File: config.mk
export PLATFORM = sky130hd
export DESIGN_NAME = ikbd_uart
export DESIGN_NICKNAME = d
export VERILOG_FILES = /design/src/rtl/ikbd_uart_pkg.sv /design/src/rtl/ikbd_uart_fifo.sv /design/src/rtl/ikbd_uart.sv
export SDC_FILE = /design/constraint.sdc
export NUM_CORES = 1
export LEC_CHECK = 0
export BUFFER_PORTS_ARGS = -buffer_cell sky130_fd_sc_hd__buf_2
export CAP_MARGIN = 30
export CELL_PAD_IN_SITES_DETAIL_PLACEMENT = 1
export CELL_PAD_IN_SITES_GLOBAL_PLACEMENT = 1
export CORE_AREA = 2 2 139 141
export CTS_CLUSTER_SIZE = 12
export DETAILED_ROUTE_END_ITERATION = 7
export DIE_AREA = 0 0 141 143
export GPL_ROUTABILITY_DRIVEN = 1
export PLACE_DENSITY_LB_ADDON = 0.1
export SLEW_MARGIN = 20
export SYNTH_ARGS = -nofsm -noshare
export SYNTH_HDL_FRONTEND = slang
export SYNTH_HIERARCHICAL = 1
export SYNTH_SLANG_ARGS = --single-unit
File: constraint.sdc
create_clock -name clk_i -period 4.67 [get_ports clk_i]
set_input_delay 0.7005 -clock clk_i [delete_from_list [all_inputs] [get_ports clk_i]]
set_output_delay 0.7005 -clock clk_i [all_outputs]
set_load 0.05 [all_outputs]
File: src/rtl/ikbd_uart_pkg.sv
// Shared types and constants for the keyboard-side ACIA serial endpoint.
package ikbd_uart_pkg;

  localparam int unsigned OVERSAMPLE = 16;
  localparam int unsigned FRAME_BITS = 10;
  localparam int unsigned START_HALF = 7;

  typedef enum logic [1:0] {
    RIdle,
    RStart,
    RData,
    RStop
  } rx_state_t;

  typedef enum logic {
    TIdle,
    TShift
  } tx_state_t;

endpackage

File: src/rtl/ikbd_uart_fifo.sv
// Small synchronous FIFO; pointers carry an extra wrap bit to tell full from empty.
module ikbd_uart_fifo #(
  parameter int unsigned Width = 8,
  parameter int unsigned Depth = 4
) (
  input  logic             clk_i,
  input  logic             rst_ni,
  input  logic             push_i,
  input  logic [Width-1:0] data_i,
  input  logic             pop_i,
  output logic [Width-1:0] data_o,
  output logic             full_o,
  output logic             empty_o
);

  localparam int unsigned AddrW = $clog2(Depth);
  localparam logic [AddrW:0] PtrOne = (AddrW + 1)'(1);

  logic [AddrW:0]   wr_q, rd_q;
  logic [Width-1:0] mem_q [Depth];
  logic             do_push, do_pop;

  assign full_o  = (wr_q[AddrW] != rd_q[AddrW]) && (wr_q[AddrW-1:0] == rd_q[AddrW-1:0]);
  assign empty_o = (wr_q == rd_q);
  assign do_push = push_i & ~full_o;
  assign do_pop  = pop_i & ~empty_o;
  assign data_o  = mem_q[rd_q[AddrW-1:0]];

  // Pointer advance; push and pop in the same cycle are both honoured.
  always_ff @(posedge clk_i or negedge rst_ni) begin
    if (!rst_ni) begin
      wr_q <= '0;
      rd_q <= '0;
    end else begin
      if (do_push) wr_q <= wr_q + PtrOne;
      if (do_pop)  rd_q <= rd_q + PtrOne;
    end
  end

  // Storage write; contents are don't-care until pushed.
  always_ff @(posedge clk_i) begin
    if (do_push) mem_q[wr_q[AddrW-1:0]] <= data_i;
  end

endmodule

File: src/rtl/ikbd_uart.sv
// 8N1 serial endpoint facing the ACIA: 16x oversampled RX with glitch filter, FIFO-fed TX.
module ikbd_uart
  import ikbd_uart_pkg::*;
#(
  parameter int unsigned CLK_DIV     = 64,
  parameter int unsigned TX_DEPTH    = 4,
  parameter bit          INVERT_DATA = 1'b1
) (
  input  logic       clk_i,
  input  logic       reset_ni,
  input  logic       rx_i,
  output logic       tx_o,
  output logic [7:0] rx_data_o,
  output logic       rx_valid_o,
  input  logic       rx_ready_i,
  output logic       rx_overrun_o,
  output logic       rx_frame_err_o,
  input  logic [7:0] tx_data_i,
  input  logic       tx_valid_i,
  output logic       tx_ready_o,
  output logic       tx_busy_o
);

  localparam int unsigned     DivW     = (CLK_DIV > 1) ? $clog2(CLK_DIV) : 1;
  localparam logic [DivW-1:0] DivLast  = DivW'(CLK_DIV - 1);
  localparam logic [DivW-1:0] DivOne   = DivW'(1);
  localparam logic [7:0]      InvMask  = {8{INVERT_DATA}};
  localparam logic [3:0]      SubLast  = 4'(OVERSAMPLE - 1);
  localparam logic [3:0]      SubHalf  = 4'(START_HALF);
  localparam logic [3:0]      FrameLen = 4'(FRAME_BITS);

  logic [DivW-1:0] div_q;
  logic            tick;

  assign tick = (div_q == '0);

  // Oversample tick divider; cleared by reset so the first tick is the first clk after release.
  always_ff @(posedge clk_i or negedge reset_ni) begin
    if (!reset_ni)             div_q <= '0;
    else if (div_q == DivLast) div_q <= '0;
    else                       div_q <= div_q + DivOne;
  end

  logic [1:0] sync_q;
  logic [3:0] filt_q;
  logic       level_q;

  // Synchronize rx, then require four identical tick samples before the level changes.
  always_ff @(posedge clk_i or negedge reset_ni) begin
    if (!reset_ni) begin
      sync_q  <= 2'b11;
      filt_q  <= 4'hF;
      level_q <= 1'b1;
    end else begin
      sync_q <= {sync_q[0], rx_i};
      if (tick) filt_q <= {filt_q[2:0], sync_q[1]};
      if (filt_q == 4'h0)      level_q <= 1'b0;
      else if (filt_q == 4'hF) level_q <= 1'b1;
    end
  end

  rx_state_t  rx_state_q;
  logic [3:0] rx_sub_q;
  logic [2:0] rx_idx_q;
  logic [7:0] rx_shift_q, rx_data_q;
  logic       rx_valid_q, rx_overrun_q, rx_frame_err_q;
  logic       rx_take, rx_done;

  assign rx_take = rx_valid_q & rx_ready_i;
  assign rx_done = tick & (rx_state_q == RStop) & (rx_sub_q == 4'd0) & level_q;

  // Receive FSM plus the output handshake; delivery overrides a same-cycle read.
  always_ff @(posedge clk_i or negedge reset_ni) begin
    if (!reset_ni) begin
      rx_state_q     <= RIdle;
      rx_sub_q       <= 4'd0;
      rx_idx_q       <= 3'd0;
      rx_shift_q     <= 8'h00;
      rx_data_q      <= 8'h00;
      rx_valid_q     <= 1'b0;
      rx_overrun_q   <= 1'b0;
      rx_frame_err_q <= 1'b0;
    end else begin
      if (rx_take) begin
        rx_valid_q   <= 1'b0;
        rx_overrun_q <= 1'b0;
      end
      if (rx_done) begin
        if (!rx_valid_q || rx_ready_i) begin
          rx_data_q  <= rx_shift_q;
          rx_valid_q <= 1'b1;
        end else begin
          rx_overrun_q <= 1'b1;
        end
      end
      if (tick) begin
        unique case (rx_state_q)
          RIdle: begin
            if (!level_q) begin
              rx_state_q <= RStart;
              rx_sub_q   <= SubHalf;
            end
          end
          RStart: begin
            if (rx_sub_q != 4'd0) begin
              rx_sub_q <= rx_sub_q - 4'd1;
            end else if (level_q) begin
              rx_state_q <= RIdle;
            end else begin
              rx_state_q <= RData;
              rx_sub_q   <= SubLast;
              rx_idx_q   <= 3'd0;
            end
          end
          RData: begin
            if (rx_sub_q != 4'd0) begin
              rx_sub_q <= rx_sub_q - 4'd1;
            end else begin
              rx_shift_q <= {level_q ^ INVERT_DATA, rx_shift_q[7:1]};
              rx_sub_q   <= SubLast;
              rx_idx_q   <= rx_idx_q + 3'd1;
              if (rx_idx_q == 3'd7) rx_state_q <= RStop;
            end
          end
          RStop: begin
            if (rx_sub_q != 4'd0) begin
              rx_sub_q <= rx_sub_q - 4'd1;
            end else begin
              rx_frame_err_q <= ~level_q;
              rx_state_q     <= RIdle;
            end
          end
          default: rx_state_q <= RIdle;
        endcase
      end
    end
  end

  assign rx_data_o      = rx_data_q;
  assign rx_valid_o     = rx_valid_q;
  assign rx_overrun_o   = rx_overrun_q;
  assign rx_frame_err_o = rx_frame_err_q;

  logic [7:0] fifo_data;
  logic       fifo_full, fifo_empty, tx_pop;

  ikbd_uart_fifo #(
    .Width (8),
    .Depth (TX_DEPTH)
  ) u_fifo (
    .clk_i   (clk_i),
    .rst_ni  (reset_ni),
    .push_i  (tx_valid_i),
    .data_i  (tx_data_i),
    .pop_i   (tx_pop),
    .data_o  (fifo_data),
    .full_o  (fifo_full),
    .empty_o (fifo_empty)
  );

  tx_state_t  tx_state_q;
  logic [9:0] tx_shreg_q;
  logic [3:0] tx_bits_q, tx_sub_q;

  // Load on idle ticks, or on the tick that ends the last bit so frames run back to back.
  assign tx_pop = tick & ~fifo_empty &
                  ((tx_state_q == TIdle) | ((tx_sub_q == 4'd0) & (tx_bits_q == 4'd1)));

  // Transmit FSM; the shift register idles all-ones so tx is simply its LSB.
  always_ff @(posedge clk_i or negedge reset_ni) begin
    if (!reset_ni) begin
      tx_state_q <= TIdle;
      tx_shreg_q <= '1;
      tx_bits_q  <= 4'd0;
      tx_sub_q   <= 4'd0;
    end else if (tx_pop) begin
      tx_state_q <= TShift;
      tx_shreg_q <= {1'b1, fifo_data ^ InvMask, 1'b0};
      tx_bits_q  <= FrameLen;
      tx_sub_q   <= SubLast;
    end else if (tick && tx_state_q == TShift) begin
      if (tx_sub_q != 4'd0) begin
        tx_sub_q <= tx_sub_q - 4'd1;
      end else begin
        tx_shreg_q <= {1'b1, tx_shreg_q[9:1]};
        tx_bits_q  <= tx_bits_q - 4'd1;
        tx_sub_q   <= SubLast;
        if (tx_bits_q == 4'd1) tx_state_q <= TIdle;
      end
    end
  end

  assign tx_o       = tx_shreg_q[0];
  assign tx_ready_o = ~fifo_full;
  assign tx_busy_o  = (tx_state_q == TShift) | ~fifo_empty;

endmodule

==> Yosys cells after proc, flatten, opt, wreduce, memory -nomap -nowiden <==
Memories as Yosys holds them, arrays and structs flattened.
Cells that the tools add are included.
{ "word_totals": {"reg_bits": 66, "ramBits": 32, "wordCells": 126, "n_memories": 1, "out_inout_bits": 14} }
{ "classes": {"n_eq_ne": 19, "n_mux": 41, "reduce_logical": 23, "n_bitwise": 17, "addsub": 7} }
{ "memory_table": {"columns": ["name", "depth", "width", "read_ports", "rd_clocked_by_memory_dff", "write_ports", "line_no", "text"], "rows": [
  ["u_fifo.mem_q", 4, 8, 1, 0, 1, "ikbd_uart_fifo.sv:20", "logic [Width-1:0] mem_q [Depth];"]
]} }
{ "ops": {"columns": ["op", "n"], "rows": [
  ["two-way mux 4 bit", 11],
  ["two-way mux 10 bit", 3],
  ["one-hot mux 4 bit (4 select lines)", 1],
  ["two-way mux 1 bit", 14],
  ["zero test 4 bit", 3],
  ["two-way mux 2 bit", 6],
  ["inequality test 2 bit, second input constant", 6],
  ["subtractor 4 x 1 -> 4 bit, second input constant", 3],
  ["adder 3 x 1 -> 3 bit, second input constant", 3],
  ["AND 1 bit", 9],
  ["two-way mux 3 bit", 3],
  ["AND reduction 3 bit", 3],
  ["NOT 8 bit", 1],
  ["one-hot mux 2 bit (4 select lines)", 1],
  ["nonzero test 2 bit", 4],
  ["nonzero test 4 bit", 2],
  ["adder 6 x 1 -> 6 bit, second input constant", 1],
  ["equality test 6 bit, second input constant", 1],
  ["zero test 6 bit", 1],
  ["two-way mux 6 bit", 1],
  ["one-hot mux 3 bit (2 select lines)", 1],
  ["AND reduction 6 bit", 1],
  ["NOT 1 bit", 5],
  ["AND reduction 5 bit", 1],
  ["17 further kinds", 22]
]} }

==> Depth between registers and ports, before layout <==
{ "logic_depth": {"depth_word": 6, "ltp_mapped": 10} }

==> Cells and area by module <==
Netlist, hierarchy kept.
{ "by_module_without_submodules": {"columns": ["mod", "seq_area_each_um2", "area_per_inst_um2", "instances", "cells_per_inst"], "rows": [
  ["ikbd_uart", 1496.4, 2911.5, 1, 264],
  ["ikbd_uart_fifo", 1111.1, 1660.3, 1, 90]
]} }

==> Least setup slack after synthesis <==
Ideal clock, no wire load.
{ "synth_timing": {"path_kind": "register -> output", "startpoint": "register u_fifo.rd_q[0]", "endpoint": "output tx_busy_o", "arrival_time_ns": 1.587, "required_ns": 3.970, "stages_incl_launch_ff": 5, "setup_slack_ns": 2.383, "path_cell_list": "dfrtp_1 buf_6 xor2_4 nor3_1 nand2b_1"} }
{ "synth_via": {"elab_chain_len": 3} }
{ "synth_lines": {"columns": ["item", "line_no", "text"], "rows": [
  ["from (decl)", "ikbd_uart_fifo.sv:19", "logic [AddrW:0] wr_q, rd_q;"],
  ["from (signal assigned)", "ikbd_uart_fifo.sv:36", "if (do_pop) rd_q <= rd_q + PtrOne;"],
  ["equality test 3 bit", "ikbd_uart_fifo.sv:24", "assign empty_o = (wr_q == rd_q);"],
  ["net fifo_empty", "ikbd_uart.sv:145", "logic fifo_full, fifo_empty, tx_pop;"],
  ["NOT 1 bit", "ikbd_uart.sv:195", "assign tx_busy_o = (tx_state_q == TShift) | ~fifo_empty;"],
  ["OR 1 bit", "ikbd_uart.sv:195", null],
  ["to (decl)", "ikbd_uart.sv:21", "output logic tx_busy_o"]
]} }
The timed path passes the listed nets, and every way through them passes these cells.

==> Worst setup path after layout <==
{ "layout_timing": {"startpoint": "register u_fifo.rd_q[1]", "endpoint": "register u_fifo.rd_q[1]"} }
{ "layout_via": {"elab_chain_len": 5, "elab_cells_between_ends": 6} }
{ "layout_lines": {"columns": ["item", "line_no", "text"], "rows": [
  ["equality test 3 bit", "ikbd_uart_fifo.sv:24", null],
  ["net fifo_empty", "ikbd_uart.sv:145", null],
  ["NOT 1 bit", "ikbd_uart.sv:166", "assign tx_pop = tick & ~fifo_empty &"],
  ["AND 1 bit (2 in a row)", "ikbd_uart.sv:166", null],
  ["net tx_pop", "ikbd_uart.sv:145", null],
  ["AND 1 bit", "ikbd_uart_fifo.sv:26", "assign do_pop = pop_i & ~empty_o;"]
]} }
The timed path passes the listed nets, and every way through them passes these cells.
A chain may end at the register's enable or synchronous reset.

==> results.cfg <==
[sta]
fmax_ghz = 0.306
relSlewSlack_pct = 51.1
period_share_pct = 69.9
finalHoldViolCount = 0
setup_viol = 0
skew_ns = 0.00713
worst_pin_slew_ns = 0.733
rsz0062_at_grt = no
maxSlewViolCount = 0
tns_ns = 0
period_needed_ns = 3.27

[floorplan]
dieArea_mm2 = 0.0202
io_pins = 27
core_mm2 = 0.0186
die_h_um = 143
rows = 50
die_w_um = 141
start_util_pct = 24.6

[final_layout]
syn_to_final_growth_pct = 15.7
stdcell_count = 625
final_cell_mix = dfrtp_1, edfxtp_1, buf_2
final.fill_count = 2013
antenna_cells = 0
drive_above_1_share_pct = 26.1
mostFrequentLayoutCell = dfrtp_1
nets = 417

[routing]
dr.pass1.iters = 4
routedWlPerCell_um = 16.2
ant_nets = 0
vias_per_cell = 4.59
drc_errors = 0
drtIter0Drc = 112
routed_wirelength_um = 10100
vias = 2866

[worst_setup_path]
worstPathCellList = xor2_1, nor3_1, nand3b_1, or2_0, inv_1, nand2b_1, o31ai_1, a211oi_2
crit_slowest_cell = dfrtp_1
reg2reg_from = u_fifo/rd_q[1]
cp_num_buf_inv = 1
required_ns = 4.94
crit_family = simple AND/OR/NAND/NOR gates
crit_fanout = 14
rr_worst_depth = 8
critPathCaptureType = register
critical_path_class = register to register
reg2reg_to = u_fifo/rd_q[1]
max_stage_delay_ns = 0.73
r2r_slack_ns = 1.40
cp.arrival_ns = 3.53
startpoint_type = register

[synth]
synth_top_area_share_pct = 26.8
synth_fp_nets = 385
synthMuxAreaShare_pct = 9.50
async_flop_share_pct = 67.0
ys_ff_latch = 97
syn-cell-area_mm2 = 0.00457
synthSimpleGateAreaFrac_pct = 11.3
yosys_warnings = 6
synthAdderAreaFrac_pct = 4.93
synth_top_family_by_area = simple AND/OR/NAND/NOR gates
synth-xor-area-share_pct = 3.42
synth.area.top_cells = dfrtp_1, edfxtp_1, dfstp_2
synth-seq-area-share_pct = 57.0
synth.avg_cell_area_um2 = 12.9
ys.flop_type = dfrtp_1
synth.distinct_cells = 61
synth_edf_count = 32
synth_cells = 354
synth_top_cell_by_area = dfrtp_1
synth_compound_area_share_pct = 11.1

[power_and_ir_drop]
combPwrFrac_pct = 13.4
swShare_pct = 28.6
p_switching_mw = 0.585
p_per_area_mw_per_mm2 = 387
internal_power_mw = 1.46
peakVddDrop_uv = 197
pwr-share-clk_pct = 38.4
leakagePower_nw = 2.15
seq_power_share_pct = 48.2

[global_routing]
gr-usage-all-layers_pct = 11.1
antenna_found_initial = 0
overflow = 0
grt_start_max_net_pins = 31
grt_pass1_wl_um = 17300
grt_pass1_vias = 3162

[cts]
cts_sinks = 97
clkTransAtPathRegs_ns = 0.08
cts_buffers = 9
hold_buffers = 0
cts.repair.resized = 0
cts_max_level = 3
insertion_delay_ns = 0.35
clockBufferDepth = 2
clockRootBuffer = clkbuf_16
cts_setup_buffers = 0
tritoncts = yes

[placed_design]
gp_congestion = 0.701
placedCellCount = 608
hpwl_um = 7130
numPortBuffers = 26

[status]
run_status = complete, no violations

[min_path]
min_path_type = register to register
worstHoldStart = sync_q[0]
hold_end = sync_q[1]
hold_path_depth = 0

[run]
cap_violations = 0
## state kept, by name, indices dropped and copies added, names as in the netlist, named ones only
| name | cells |
|---|---|
| u_fifo/mem_q | 32 |
| tx_shreg_q | 9 |
| rx_data_o | 8 |
| rx_shift_q | 8 |
| div_q | 6 |
| filt_q | 4 |
| rx_sub_q | 4 |
| tx_bits_q | 4 |
| tx_sub_q | 4 |
| rx_idx_q | 3 |
| u_fifo/rd_q | 3 |
| u_fifo/wr_q | 3 |
| sync_q | 2 |
| level_q | 1 |
| rx_frame_err_o | 1 |
| rx_overrun_o | 1 |
| rx_state_q | 1 |
| rx_valid_o | 1 |
| tx_state_q | 1 |
## synth_stat cells, types with 3 or more instances
cell type and instances:
xnor2_1 6, mux4_2 8, o31ai_1 7, nor2_1 17, nand2b_1 6, xor2_1 5
nor3_1 7, o211ai_1 6, clkbuf_1 4, nand2_1 21, or4_1 4, a21oi_1 12
edfxtp_1 32, o21ai_0 16, mux2i_1 4, nand3_1 6, nor2b_1 3, a31oi_1 7
dfstp_2 16, nand4_1 4, dfrtp_1 49, o41ai_1 3, mux2_2 19, and3_1 7
buf_2 3, ha_1 18, inv_1 21
## cell families after synthesis
logic type	count (synthesis)
buf+inv	31
fa+ha+maj	18
simple gates	91
flops	97
mux	31
xor+xnor	14
compound gates	72
## metal layers
metal	GRT usage, %	vias to the layer above	wire length (µm)
met1	15.7	1454	5270
met4	4.42	0	160
met3	1.88	11	160
li1	-	1379	-
met5	0	-	0
met2	17.0	22	4540
## stage by stage
stage	cell area [µm²]	worst slack, ns	utilization [%]	hold slack [ns]	power (mW)
finish	5290	1.40	28.5	0.360	2.05
global route	5290	0.990	28.5	0.370	2.15
CTS	5280	1.35	28.4	0.363	2.09
detailed placement	4980	1.36	26.8	0.352	1.28
global placement	4980	1.59	26.8	0.349	1.29
floorplan	4570	2.38	-	0.345	1.18
## power by group through the flow
stage                     registers [mW]  clock network (mW)  logic [mW]
after CTS                          0.988               0.816       0.282
after global placement              1.00                   0       0.285
final                              0.986               0.784       0.274
after global routing               0.994               0.848       0.310
after detailed placement            1.00                   0       0.280
after floorplan                    0.998                   0       0.187
## worst max path at each step
stage / from / endpoint / cells after the start
after floorplan: u_fifo/rd_q[0] / tx_busy_o / 4
after global placement: u_fifo/rd_q[1] / u_fifo/rd_q[1] / 8
after detailed placement: u_fifo/rd_q[1] / u_fifo/rd_q[1] / 8
after CTS: u_fifo/rd_q[1] / u_fifo/rd_q[1] / 8
after global routing: u_fifo/rd_q[1] / u_fifo/rd_q[1] / 8
final: u_fifo/rd_q[1] / u_fifo/rd_q[1] / 8
## cell type report
type                            instances  area [µm²]  area share, %
Sequential cell                        97        2610           49.3
Multi-Input combinational cell        226        1840           34.7
Tap cell                              234         293           5.54
Inverter                               21        78.8           1.49
Timing Repair Buffer                   31         165           3.12
Clock buffer                            9         225           4.26
Clock inverter                          7        81.3           1.54
Note: power is estimated with default switching activity, not from simulation.
